File: src/rtl/riego_pkg.sv
// Shared types and encodings for the irrigation pump scheduler.
package riego_pkg;

  typedef enum logic [2:0] {
    IDLE,
    GRANT1,
    GRANT2,
    PAUSA,
    FAULT
  } state_t;

  localparam logic [1:0] VALVE_STOP = 2'b00;
  localparam logic [1:0] VALVE_AGUA = 2'b11;

  localparam logic [1:0] ERR_NE    = 2'b00;
  localparam logic [1:0] ERR_ERROR = 2'b11;

  localparam logic [1:0] TURNO_NONE = 2'b00;
  localparam logic [1:0] TURNO_Z1   = 2'b01;
  localparam logic [1:0] TURNO_Z2   = 2'b10;

  // Timer reload value for a phase lasting t cycles (t in 1..256).
  function automatic logic [7:0] timer_load(input int t);
    return 8'(t - 1);
  endfunction

endpackage

File: src/rtl/riego_timer.sv
// Slot/pause down-counter: loads a value, counts to zero and holds there.
module riego_timer (
  input  logic       clk,
  input  logic       reset,
  input  logic       load,
  input  logic [7:0] value,
  output logic       done
);

  logic [7:0] r_cnt;

  always_ff @(posedge clk or posedge reset) begin
    if (reset) begin
      r_cnt <= 8'd0;
    end else if (load) begin
      r_cnt <= value;
    end else if (r_cnt != 8'd0) begin
      r_cnt <= r_cnt - 8'd1;
    end
  end

  assign done = (r_cnt == 8'd0);

endmodule

File: src/rtl/riego_sched.sv
// Two-zone shared-pump irrigation scheduler with fault lockout.
// Optional slot counters CNT1/CNT2 exist only when RIEGO_STATS_EN is defined.
module riego_sched #(
  parameter int T_RIEGO = 16,
  parameter int T_PAUSA = 2
) (
  input  logic       clk,
  input  logic       reset,
  input  logic [1:0] G1,
  input  logic [1:0] G2,
  input  logic [1:0] N,
  output logic [1:0] R1,
  output logic [1:0] R2,
  output logic [1:0] E,
  output logic [1:0] TURNO
`ifdef RIEGO_STATS_EN
  ,
  output logic [7:0] CNT1,
  output logic [7:0] CNT2
`endif
);

  import riego_pkg::*;

  localparam logic [7:0] LD_RIEGO = timer_load(T_RIEGO);
  localparam logic [7:0] LD_PAUSA = timer_load(T_PAUSA);

  state_t     r_state;
  state_t     w_next;
  state_t     w_arb;
  logic [1:0] r_code;
  logic [1:0] r_last;
  logic       w_fault;
  logic       w_req1;
  logic       w_req2;
  logic       w_load;
  logic [7:0] w_load_val;
  logic       w_done;
  logic       w_end1;
  logic       w_end2;

  assign w_fault = (N != 2'b00);
  assign w_req1  = (G1 != 2'b00);
  assign w_req2  = (G2 != 2'b00);

  // Ties go to the zone that was not served last.
  always_comb begin
    w_arb = IDLE;
    if (w_req1 && w_req2) begin
      w_arb = (r_last == TURNO_Z1) ? GRANT2 : GRANT1;
    end else if (w_req1) begin
      w_arb = GRANT1;
    end else if (w_req2) begin
      w_arb = GRANT2;
    end
  end

  always_comb begin
    w_next = r_state;
    if (w_fault) begin
      w_next = FAULT;
    end else begin
      case (r_state)
        IDLE:    w_next = w_arb;
        GRANT1:  if (!w_req1 || w_done) w_next = PAUSA;
        GRANT2:  if (!w_req2 || w_done) w_next = PAUSA;
        // Pause expiry arbitrates like IDLE so a pending zone follows with no dead cycle.
        PAUSA:   if (w_done) w_next = w_arb;
        FAULT:   w_next = PAUSA;
        default: w_next = IDLE;
      endcase
    end
  end

  always_comb begin
    w_load     = (w_next != r_state);
    w_load_val = 8'd0;
    if (w_next == GRANT1 || w_next == GRANT2) begin
      w_load_val = LD_RIEGO;
    end else if (w_next == PAUSA) begin
      w_load_val = LD_PAUSA;
    end
  end

  assign w_end1 = (r_state == GRANT1) && (w_next == PAUSA);
  assign w_end2 = (r_state == GRANT2) && (w_next == PAUSA);

  riego_timer u_timer (
    .clk   (clk),
    .reset (reset),
    .load  (w_load),
    .value (w_load_val),
    .done  (w_done)
  );

  always_ff @(posedge clk or posedge reset) begin
    if (reset) begin
      r_state <= IDLE;
      r_code  <= VALVE_STOP;
      r_last  <= TURNO_Z2;
    end else begin
      r_state <= w_next;
      if (w_next == GRANT1 && r_state != GRANT1) begin
        r_code <= G1;
      end else if (w_next == GRANT2 && r_state != GRANT2) begin
        r_code <= G2;
      end
      if (w_end1) begin
        r_last <= TURNO_Z1;
      end else if (w_end2) begin
        r_last <= TURNO_Z2;
      end
    end
  end

  // Outputs decode straight from state so reset closes the valves asynchronously.
  assign R1    = (r_state == GRANT1) ? r_code : VALVE_STOP;
  assign R2    = (r_state == GRANT2) ? r_code : VALVE_STOP;
  assign E     = (r_state == FAULT) ? ERR_ERROR : ERR_NE;
  assign TURNO = (r_state == GRANT1) ? TURNO_Z1 :
                 (r_state == GRANT2) ? TURNO_Z2 : TURNO_NONE;

`ifdef RIEGO_STATS_EN
  logic [7:0] r_cnt1;
  logic [7:0] r_cnt2;

  always_ff @(posedge clk or posedge reset) begin
    if (reset) begin
      r_cnt1 <= 8'd0;
      r_cnt2 <= 8'd0;
    end else begin
      if (w_end1 && r_cnt1 != 8'hFF) r_cnt1 <= r_cnt1 + 8'd1;
      if (w_end2 && r_cnt2 != 8'hFF) r_cnt2 <= r_cnt2 + 8'd1;
    end
  end

  assign CNT1 = r_cnt1;
  assign CNT2 = r_cnt2;
`endif

endmodule

File: config.mk
export PLATFORM = sky130hd
export DESIGN_NAME = riego_sched
export DESIGN_NICKNAME = d
export VERILOG_FILES = /design/src/rtl/riego_pkg.sv /design/src/rtl/riego_timer.sv /design/src/rtl/riego_sched.sv
export SDC_FILE = /design/constraint.sdc
export NUM_CORES = 1
export LEC_CHECK = 0
export ABC_AREA = 1
export CORE_UTILIZATION = 53
export CTS_BUF_LIST = sky130_fd_sc_hd__clkbuf_4 sky130_fd_sc_hd__clkbuf_8 sky130_fd_sc_hd__clkbuf_16
export DETAILED_ROUTE_END_ITERATION = 12
export PLACE_DENSITY = 0.78
export REMOVE_ABC_BUFFERS = 1
export SLEW_MARGIN = 0
export SYNTH_ARGS = -nofsm -noshare
export SYNTH_HDL_FRONTEND = slang
export SYNTH_HIERARCHICAL = 1
export SYNTH_SLANG_ARGS = --single-unit
File: constraint.sdc
create_clock -name clk -period 2.5 [get_ports clk]
set_input_delay 0.5 -clock clk [delete_from_list [all_inputs] [get_ports clk]]
set_output_delay 0.5 -clock clk [all_outputs]
set_load 0.05 [all_outputs]
After elaboration in Yosys (flattened, before gate mapping)
Index checks and enable logic that the tools add are counted.

storage, ports and cells
  output and inout port bits = 8
  word-level logic and storage cells = 57
  register bits = 15

cells by class
  add/subtract/negate cells = 1
  eq/ne operators = 11
  reductions and logical operators = 19
  multiplexer cells = 22

operator list
  operator                                                                 count
  2-bit 2-to-1 mux                                                         13
  8-bit 2-to-1 mux                                                         2
  3-bit case mux with 5 select lines                                       1
  3-bit by 2-bit equality test with 1-bit output, second input constant    4
  3-bit 2-to-1 mux                                                         4
  2-bit nonzero test                                                       6
  8-bit zero test                                                          1
  8-bit nonzero test                                                       1
  8-bit by 1-bit subtractor with 8-bit output, second input constant       1
  3-bit by 1-bit equality test with 1-bit output, second input constant    2
  1-bit logical AND                                                        5
  4-bit 2-to-1 mux                                                         1
  3-bit equality test, second input constant                               1
  3-bit zero test                                                          1
  1-bit logical OR                                                         3
  3-bit by 1-bit inequality test with 1-bit output, second input constant  1
  3-bit by 2-bit inequality test with 1-bit output, second input constant  1
  3-bit inequality test                                                    1
  2-bit by 1-bit equality test with 1-bit output, second input constant    1
  1-bit zero test                                                          2
  1-bit 2-to-1 mux                                                         1

Longest topological paths before layout
Gate-level depths: netlist of the first run.

  word-level depth = 11
  gate-level depth with buffers = 16
  mapped depth without buffers = 15

Hierarchy
Netlist of the first run, hierarchy kept.

modules (own cells, without submodules)
  module       sequential area each (um^2)  cells each  area each (um^2)  times used
  riego_sched  176.4                        94          619.3             1
  riego_timer  200.2                        71          530.5             1

Worst setup path after synthesis of the first run
OpenSTA, ideal clock, no wires.

  kind = flip-flop to flip-flop
  from = register u_timer.r_cnt[0]
  to = register u_timer.r_cnt[1]
  arrival time = 2.043 ns
  period minus slack after synthesis = 2.160 ns
  setup time = 0.117 ns
  slack = 0.340 ns
  path buffers = 1
  stages on the path, launching flop included = 17
  cell sequence = dfrtp_1 -> inv_1 -> ha_1 -> nand2_4 -> nor2_8 -> inv_1 -> nand2_1 -> a21oi_2 -> nand3_2 -> nand2_4 -> xor2_1 -> nand3_1 -> buf_4 -> nand2_1 -> o21ai_0 -> nand2_1 -> o21ai_2

RTL lines
  item                                                    line                                  text
  start, declared                                         riego_timer.sv:10                     logic [7:0] r_cnt;
  start signal, assigned                                  riego_timer.sv:16                     r_cnt <= value;
  start signal, assigned                                  riego_timer.sv:18                     r_cnt <= r_cnt - 8'd1;
  8-bit zero test (*)                                     riego_timer.sv:22                     assign done = (r_cnt == 8'd0);
  via w_done                                              riego_sched.sv:38                     logic w_done;
  1-bit logical OR (on tied branches)                     riego_sched.sv:66, riego_sched.sv:65
  3-bit 2-to-1 mux (on tied branches)                     riego_sched.sv:66, riego_sched.sv:65
  3-bit case mux with 5 select lines (*)                  riego_sched.sv:63                     case (r_state)
  3-bit 2-to-1 mux (*)                                    riego_sched.sv:60                     if (w_fault) begin
  3-bit inequality test (*)                               riego_sched.sv:76                     w_load = (w_next != r_state);
  via w_load                                              riego_sched.sv:36                     logic w_load;
  8-bit 2-to-1 mux or 2-bit nonzero test (tied branches)  --

Mark *: on every way through the listed nets, which the timed path passes. The rest lies on a longest branch. The select of a mux whose other input is x is not followed.
A chain may end at the register's enable or synchronous reset.

Worst setup path after layout of the first run
  from = register u_timer.r_cnt[0]
  to = register u_timer.r_cnt[0]

Same word-level chain as after synthesis.

==> results of run 1 <==
-- per-stage QoR --
step | cell area, um^2 | hold WS, ns | setup WS [ns]
floorplan | 1150 | 0.303 | 0.237
global placement | 1370 | 0.480 | 0.0490
detailed placement | 1370 | 0.509 | 0.00279
CTS | 1400 | 0.471 | 0.00425
global route | 1420 | 0.488 | 0.0132
finish | 1420 | 0.480 | 0.198
-- area by class of cell --
cell class | instances | area [um^2] | area share [%]
multi-input cells | 121 | 659 | 46.5
clock buffers | 3 | 22.5 | 1.59
well taps | 27 | 33.8 | 2.38
inverters | 30 | 113 | 7.94
flip-flops and latches | 15 | 377 | 26.6
repair buffers | 20 | 208 | 14.7
clock inverters | 1 | 5.00 | 0.353
-- power breakdown --
| part | total [mW] | internal (mW) | switching [mW] |
|---|---|---|---|
| logic | 0.453 | 0.170 | 0.284 |
| registers | 0.363 | 0.306 | 0.0569 |
| clock network | 0.133 | 0.0594 | 0.0741 |
| total | 0.949 | 0.535 | 0.415 |
-- synthesized netlist by cell type, drive strengths merged --
cell type  instances
nand4              5
nand2             52
xnor2              1
conb               1
inv               30
o21ai              7
nand3             20
buf                2
xor2               4
dfstp              1
dfrtp             14
a21oi              1
nor2              24
ha                 1
o21bai             1
nor3               1
-- how the worst min path moves through the flow --
| stage | end | slack, ns | startpoint | cells after the start |
|---|---|---|---|---|
| after floorplan | r_code[0]$_DFFE_PP0P_ | 0.30 | reset | 1 |
| after global placement | r_last[1]$_DFFE_PP1P_ | 0.48 | r_last[1]$_DFFE_PP1P_ | 2 |
| after detailed placement | r_last[1]$_DFFE_PP1P_ | 0.51 | r_last[1]$_DFFE_PP1P_ | 2 |
| after CTS | r_state[0]$_DFF_PP0_ | 0.47 | reset | 2 |
| after global routing | r_state[0]$_DFF_PP0_ | 0.49 | reset | 2 |
| final | r_state[0]$_DFF_PP0_ | 0.48 | reset | 2 |
-- sequential cells by signal (all words and copies together) (netlist names) --
signal	flops
r_code	2
r_last	2
r_state	3
u_timer/r_cnt	8
-- critical path: stages, from the launching register on --
cell and delay [ns]:
dfrtp_1 0.39, inv_1 0.12, ha_2 0.26, nand2_4 0.09, nor2_8 0.18, inv_1 0.06
nand2_1 0.11, a21oi_2 0.07, nand3_2 0.11, nand2_4 0.06, xor2_1 0.13, nand3_1 0.14
buf_4 0.19, o21ai_0 0.17, nand2_1 0.09, o21ai_2 0.06
-- cells by family (layout without fill, tap and decap cells) --
| family | count (synthesis) | after routing | synth area share [%] |
|---|---|---|---|
| AO/OA/AOI/OAI | 9 | 9 | 5.11 |
| XOR/XNOR | 5 | 5 | 3.81 |
| buffers and inverters | 32 | 54 | 11.1 |
| AND/OR/NAND/NOR | 102 | 102 | 45.8 |
| other | 1 | 4 | 0.326 |
| adder cells (fa/ha/maj) | 1 | 1 | 1.09 |
| flip-flops | 15 | 15 | 32.8 |
-- per-layer routing --
layer	up-vias	share of wire, %
met5	-	0
met4	0	0.58
met3	2	3.2
met2	14	47
met1	489	49
li1	556	-
-- what timing repair did --
action | CTS | global route
buffers inserted | 0 | 0
resized for setup | 0 | 9
endpoints found under the hold margin | 0 | 0
endpoints found under the setup margin | 0 | 14
==> impl_metrics.py, run 1 <==
metrics = {
    "grt": {
        "top_usage_layer": "met2",
        "antenna_found_initial": 0,
        "first_global_vias": 975,
        "use_met1_pct": 31.0,
        "grt.met3_usage_pct": 4.72,
        "grt.overflow.total": 0,
        "grt_use_met2_pct": 37.3,
        "grt_max_degree": 11,
        "track_usage_pct": 22.9,
        "grt_pass1_wl_mm": 4.12,
    },
    "die": {
        "die-area_um2": 2360,
        "die_w_um": 48.6,
        "core_area_um2": 2000,
        "start_util_pct": 57.4,
        "pin_count": 16,
        "die_h_um": 48.6,
        "row_count": 16,
    },
    "cells_and_area": {
        "diodes": 0,
        "layout.cells.non_filler": 217,
        "utilization_pct": 70.8,
        "layout_commonest_cell": "nand2_1",
        "area_growth_pct": 23.3,
        "nNetsFinal": 200,
        "fill_cells": 162,
        "final_cell_mix": "nand2_1 (47), inv_1 (25), nor2_1 (18), nand3_1 (16), dfrtp_1 (14)",
        "drive_gt1_share_pct": 17.9,
    },
    "flow_run": {
        "drv_cap": 0,
    },
    "detailed_routing": {
        "drc": 0,
        "ant_nets": 0,
        "drtPass1Iterations": 4,
        "routed_via_density": 4.89,
        "vias": 1061,
        "avgRoutedWirePerCell_um": 11.2,
        "drt_iter0_markers": 29,
        "finalWirelength_mm": 2.42,
    },
    "critical_path": {
        "r2r_start": "u_timer/r_cnt[0]$_DFFE_PP0P_",
        "start_kind": "flop",
        "crit_path_end_kind": "flop",
        "crit_end": "u_timer/r_cnt[0]$_DFFE_PP0P_",
        "critPathKind": "flop to flop",
        "r2r_setup_slack_ns": 0.20,
        "r2r_end": "u_timer/r_cnt[0]$_DFFE_PP0P_",
        "crit_path_start": "u_timer/r_cnt[0]$_DFFE_PP0P_",
        "crit_required_ns": 2.71,
        "crit_fanout": 6,
        "critPathArrivalTime_ns": 2.51,
        "rr_worst_depth": 15,
    },
    "power_and_ir_drop": {
        "p_leak_nw": 0.891,
        "p_total_mw": 0.949,
        "ir_drop_mv": 0.501,
        "power_density_nw_per_um2": 670,
    },
    "cts": {
        "cts_made_buffers": 3,
        "tritoncts": "done",
        "cts.path.max_buffers": 2,
        "clk_latency_ns": 0.28,
        "root_buffer": "clkbuf_4",
        "htreeDepth": 1,
        "cts.reportedPaths.clkPinSlew_ns": 0.08,
        "postCtsHoldBufs": 0,
        "clock-sinks": 15,
    },
    "status": {
        "status": "complete, no violations",
    },
    "placed_design": {
        "dp.cells": 213,
        "io_buffers": 15,
        "place_hpwl_mm": 2.08,
        "gp_congestion": 0.907,
    },
    "yosys": {
        "ys_types": 25,
        "syn_inst": 165,
        "synth_area_per_cell_um2": 6.97,
        "synth_area_leaders": "dfrtp_1 (30%), nand2_1 (15%), inv_1 (8.2%)",
        "synth_top_area_cell": "dfrtp_1",
        "ys_seq_area_share_pct": 32.8,
        "syn_area_um2": 1150,
        "ys_ff_latch": 15,
        "synth_warnings": 6,
        "synth_top_cell_area_share_pct": 30.5,
    },
    "sta": {
        "report.final.slew_viol_count": 0,
        "finalSetupViolCount": 0,
        "fin_crit_sh_pct": 92.1,
        "rsz0062_at_grt": "false",
        "worst_pin_slew_ns": 0.524,
        "max_slew_margin_pct": 65.0,
        "skew_ns": 0.00127,
        "tns_ns": 0,
        "finalHoldViolCount": 0,
        "period_minus_slack_ns": 2.30,
        "max_freq_mhz": 434,
    },
    "worst_hold_path": {
        "min_path_type": "input port to async pin",
    },
}
Power figures use the tool's default switching activity.
==> run 2, diff against run 1 <==
GPL_TIMING_DRIVEN = 0   (was unset)
==> run 2 against run 1 <==
  * Cell area is 0.71% lower
  * Non-clock buffer count is 3 lower
  * Sequential cell count unchanged
  * Hold slack worse by 0.012 ns
  * Power rose by 0.23%
  * Via count decreased by 0.19%
  * Utilization down 0.50 points
  * First-iteration DRC count down 10%
  * Critical path type unchanged
  * Largest cell class unchanged
==> impl_metrics.py, run 2 (synthesis gave the netlist of run 1 again) <==
metrics = {
    "status": {
        "status": "complete, no violations",
    },
    "cells_and_area": {
        "diodes": 0,
        "fill_cells": 163,
        "layout_commonest_cell": "nand2_1",
        "final_cell_mix": "nand2_1 (47), inv_1 (25), nor2_1 (18), nand3_1 (15), dfrtp_1 (14)",
        "area_growth_pct": 22.4,
        "regMostFlops": "u_timer/r_cnt",
        "layout.cells.non_filler": 214,
        "utilization_pct": 70.3,
        "largest_register_ffs": 8,
        "drive_gt1_share_pct": 17.6,
        "reg.largest.list": "u_timer/r_cnt: 8 flops, r_state: 3 flops",
        "nNetsFinal": 197,
    },
    "power_and_ir_drop": {
        "ir_drop_mv": 0.499,
        "p_leak_nw": 0.854,
        "power_density_nw_per_um2": 676,
    },
    "die": {
        "core_area_um2": 2000,
        "die_h_um": 48.6,
        "row_count": 16,
        "start_util_pct": 57.4,
        "pin_count": 16,
        "die-area_um2": 2360,
        "die_w_um": 48.6,
    },
    "placed_design": {
        "dp.cells": 208,
        "gp_congestion": 0.891,
        "place_hpwl_mm": 1.90,
        "io_buffers": 15,
        "pre_cts_ws_ns": -0.290,
    },
    "cts": {
        "clock-sinks": 15,
        "root_buffer": "clkbuf_4",
        "cts_made_buffers": 3,
        "postCtsHoldBufs": 0,
        "htreeDepth": 1,
        "cts.path.max_buffers": 2,
        "clk_latency_ns": 0.29,
        "tritoncts": "done",
        "cts.reportedPaths.clkPinSlew_ns": 0.09,
    },
    "detailed_routing": {
        "finalWirelength_mm": 2.46,
        "drtPass1Iterations": 4,
        "ant_nets": 0,
        "avgRoutedWirePerCell_um": 11.5,
        "drc": 0,
        "vias": 1059,
        "drt_iter0_markers": 26,
        "routed_via_density": 4.95,
    },
    "critical_path": {
        "crit_required_ns": 2.69,
        "crit_fanout": 8,
        "start_kind": "flop",
        "crit_path_end_kind": "flop",
        "crit_end": "u_timer/r_cnt[0]$_DFFE_PP0P_",
        "critPathArrivalTime_ns": 2.51,
        "rr_worst_depth": 15,
        "r2r_setup_slack_ns": 0.18,
        "crit_path_start": "u_timer/r_cnt[0]$_DFFE_PP0P_",
        "r2r_end": "u_timer/r_cnt[0]$_DFFE_PP0P_",
        "r2r_start": "u_timer/r_cnt[0]$_DFFE_PP0P_",
        "critPathKind": "flop to flop",
    },
    "sta": {
        "finalWorstSetupSlack_ns": 0.176,
        "tns_ns": 0,
        "max_freq_mhz": 430,
        "finalSetupViolCount": 0,
        "fin_crit_sh_pct": 93.0,
        "worst_pin_slew_ns": 0.524,
        "report.final.slew_viol_count": 0,
        "hold_slack_ns": 0.469,
        "period_minus_slack_ns": 2.32,
        "skew_ns": 0.000815,
        "max_slew_margin_pct": 65.0,
        "finalHoldViolCount": 0,
    },
    "grt": {
        "grt_use_met2_pct": 34.7,
        "antenna_found_initial": 0,
        "grt.met3_usage_pct": 6.60,
        "grt_pass1_wl_mm": 4.17,
        "use_met1_pct": 31.9,
        "top_usage_layer": "met2",
        "grt_max_degree": 13,
        "grt.overflow.total": 0,
        "first_global_vias": 925,
        "track_usage_pct": 23.4,
    },
    "worst_hold_path": {
        "min_path_type": "input port to async pin",
    },
    "flow_run": {
        "drv_cap": 0,
    },
}
run 2: changes by cell type in the layout (fill, tap and decap cells not counted), sizes merged:
cell          change
buf               -3
dlygate4sd2       +2
dlymetal6s2s      -2
run 2: what timing repair did:
item	CTS	global route
setup endpoints to repair	10	14
setup buffers	0	2
pin swaps	0	1
gates resized for setup	3	9
run 2: report_power, final:
group	switching [mW]	internal (mW)	total [mW]
clock network	0.0815	0.0596	0.141
registers	0.0585	0.306	0.364
logic	0.279	0.167	0.446
run 2: cell type report:
class                      count  area [um^2]  share of cell area, %
multi-input combinational    121          679                   48.3
inverter                      30          113                   8.00
sequential                    15          377                   26.8
tap                           27         33.8                   2.40
clock buffer                   3         22.5                   1.60
timing repair buffer          17          178                   12.6
clock inverter                 1         5.00                  0.356
run 2: worst min path at each step:
stage,startpoint,endpoint,cells after the start
floorplan,reset,r_code[0]$_DFFE_PP0P_,1
global placement,r_last[1]$_DFFE_PP1P_,r_last[1]$_DFFE_PP1P_,2
detailed placement,r_last[1]$_DFFE_PP1P_,r_last[1]$_DFFE_PP1P_,2
CTS,reset,r_state[0]$_DFF_PP0_,2
global route,reset,r_state[0]$_DFF_PP0_,2
finish,reset,r_last[0]$_DFFE_PP0P_,2
run 2: routing by layer:
layer,share of wire (%),vias to the layer above
met5,0,-
met4,2.0,0
met3,5.3,7
met2,47,24
met1,46,475
li1,-,553
run 2: worst max-delay path, stage by stage, from the launching register on:
cell,delay [ns]
dfrtp_1,0.39
inv_1,0.12
ha_2,0.26
nand2_4,0.09
nor2_8,0.17
nor2_1,0.06
nor2_1,0.08
nor2_1,0.06
nand3_2,0.12
nand2_4,0.09
xor2_1,0.25
nand3_4,0.17
inv_1,0.15
nand2_4,0.08
nand2_1,0.07
o21ai_2,0.05
run 2: metrics by stage:
step / area [um^2] / power (mW)
2_1_floorplan: 1150 / 0.701
3_3_place_gp: 1330 / 0.777
3_5_place_dp: 1330 / 0.795
4_1_cts: 1360 / 0.944
5_1_grt: 1410 / 1.04
6_report: 1410 / 0.952
==> run 3, diff against run 2 <==
SETUP_SLACK_MARGIN = 0.15   (was unset)
clock period = 2.4 ns   (was 2.5 ns; I/O delays follow)
==> run 3 against run 2 <==
  * Die area unchanged
  * Sequential cell count is the same
  * Sequential power grew 6.0%
  * Utilization is 3.2 points higher
  * Clock-buffer cell count did not move
  * Combinational power up 15%
  * Hold slack got worse by 0.022 ns
  * Clock power up 5%
  * Critical path type is now flop to output port
  * Largest cell class unchanged
==> impl_metrics.py, run 3 (synthesis gave the netlist of run 1 again) <==
metrics = {
    "status": {
        "status": "complete, no violations",
    },
    "cts": {
        "postCtsHoldBufs": 0,
        "cts.path.max_buffers": 2,
        "tritoncts": "done",
        "htreeDepth": 1,
        "cts_made_buffers": 3,
        "clock-sinks": 15,
        "root_buffer": "clkbuf_4",
        "clk_latency_ns": 0.29,
        "cts.reportedPaths.clkPinSlew_ns": 0.09,
    },
    "cells_and_area": {
        "area_growth_pct": 28.1,
        "reg.largest.list": "u_timer/r_cnt: 8 flops, r_state: 3 flops",
        "diodes": 0,
        "utilization_pct": 73.6,
        "drive_gt1_share_pct": 25.0,
        "largest_register_ffs": 8,
        "final_cell_mix": "nand2_1 (46), inv_1 (22), nor2_1 (17), nand3_1 (15), dfrtp_1 (13)",
        "fill_cells": 155,
        "multi_input_area_um2": 739,
        "seqCellArea_um2": 378,
        "layout_commonest_cell": "nand2_1",
        "regMostFlops": "u_timer/r_cnt",
        "nNetsFinal": 202,
    },
    "worst_hold_path": {
        "min_path_type": "input port to async pin",
    },
    "power_and_ir_drop": {
        "p_total_mw": 1.04,
        "power_density_nw_per_um2": 710,
        "p_sw_share_pct": 44.7,
        "ir_drop_mv": 0.538,
        "power.clock.fraction_pct": 14.2,
        "p_comb_share_pct": 48.9,
        "p_seq_share_pct": 36.9,
        "p_int_mw": 0.578,
        "p_leak_nw": 0.803,
        "p_sw_mw": 0.467,
    },
    "critical_path": {
        "start_kind": "flop",
        "path_cells": "inv_1 -> nand3_2 -> inv_2 -> dlygate4sd2_1",
        "crit_fanout": 7,
        "crit_buf_inv": 3,
        "crit_required_ns": 1.92,
        "crit_slowest_cell": "dlygate4sd2_1",
        "crit_path_end_kind": "output port",
        "max_stage_delay_ns": 0.53,
        "r2r_start": "u_timer/r_cnt[4]$_DFFE_PP0P_",
        "crit_path_start": "r_state[0]$_DFF_PP0_",
        "critPathKind": "flop to output port",
        "crit_family": "buffers and inverters",
        "critPathArrivalTime_ns": 1.74,
    },
    "grt": {
        "grt.overflow.total": 0,
        "track_usage_pct": 23.9,
        "first_global_vias": 942,
        "grt_max_degree": 11,
        "antenna_found_initial": 0,
        "grt_pass1_wl_mm": 4.24,
    },
    "die": {
        "row_count": 16,
        "pin_count": 16,
        "start_util_pct": 57.4,
        "die_w_um": 48.6,
        "die_h_um": 48.6,
        "core_area_um2": 2000,
        "die-area_um2": 2360,
    },
    "flow_run": {
        "drv_cap": 0,
    },
    "placed_design": {
        "place_hpwl_mm": 1.90,
        "gp_congestion": 0.891,
        "io_buffers": 15,
    },
    "sta": {
        "max_freq_mhz": 451,
        "fin_crit_sh_pct": 92.3,
        "skew_ns": 0.000872,
        "rsz0062_at_grt": "true",
        "period_minus_slack_ns": 2.22,
        "report.final.slew_viol_count": 0,
        "tns_ns": 0,
        "finalSetupViolCount": 0,
        "finalHoldViolCount": 0,
    },
    "detailed_routing": {
        "dr_wl_met2_mm": 1.40,
        "met3_length_um": 96,
        "ant_nets": 0,
        "drt_iter0_markers": 27,
        "drtPass1Iterations": 4,
        "vias": 1116,
        "finalWirelength_mm": 2.75,
        "drc": 0,
        "avgRoutedWirePerCell_um": 12.6,
        "top_layer_used": "met4",
        "met1_length_mm": 1.21,
        "routed_via_density": 5.10,
    },
}
run 3: cell types whose count changed in the layout (fill, tap and decap cells not counted), moves of 2 or more:
cell | previous run | this run
dlymetal6s2s_1 | 6 | 0
buf_4 | 2 | 7
clkbuf_2 | 0 | 3
dlygate4sd2_1 | 2 | 5
inv_1 | 25 | 22
inv_2 | 5 | 8
nand3_2 | 4 | 2
nand3_4 | 1 | 3
xor2_4 | 0 | 2
run 3: layout make-up:
class / instances / area share, %
Multi-Input combinational cell: 121 / 50.2
Clock buffer: 3 / 1.53
Timing Repair Buffer: 22 / 12.3
Clock inverter: 1 / 0.340
Sequential cell: 15 / 25.7
Tap cell: 27 / 2.29
Inverter: 30 / 7.65
run 3: path summary, 6_finish.rpt:
path | slack, ns | cells after the start | end
worst max-delay path | 0.18 | 4 | TURNO[1]
worst min-delay path | 0.45 | 2 | r_last[0]$_DFFE_PP0P_
worst max register to register | 0.26 | 13 | u_timer/r_cnt[7]$_DFFE_PP0P_
worst min register to register | 0.52 | 2 | r_last[1]$_DFFE_PP1P_
max in group asynchronous | 1.68 | 2 | r_last[1]$_DFFE_PP1P_
min in group clk | 0.52 | 2 | r_last[1]$_DFFE_PP1P_
run 3: power groups by stage:
stage | Sequential, mW | Combinational (mW) | Clock [mW]
2_1_floorplan | 0.369 | 0.361 | 0
3_3_place_gp | 0.380 | 0.430 | 0
3_5_place_dp | 0.382 | 0.446 | 0
4_1_cts | 0.378 | 0.461 | 0.155
5_1_grt | 0.393 | 0.580 | 0.164
6_report | 0.386 | 0.511 | 0.148
run 3: routing by layer:
metal	global-route usage [%]	vias up
li1	-	560
met3	6.60	7
met1	31.1	526
met2	37.1	23
met5	0	-
met4	10.8	0
run 3: what timing repair did:
item	in CTS	in global routing
setup endpoints to repair	16	13
resized for setup	11	20
pin swaps	0	6
endpoints found under the hold margin	0	0
setup buffers	2	5
run 3: per-stage QoR:
step	setup slack, ns	cells	hold slack (ns)	instance area [um^2]
after detailed placement	-0.370	208	0.499	1330
after floorplan	0.137	166	0.283	1150
after global placement	-0.351	208	0.474	1330
final	0.184	219	0.447	1470
after global routing	0.0451	219	0.452	1470
after CTS	0.0930	214	0.439	1380
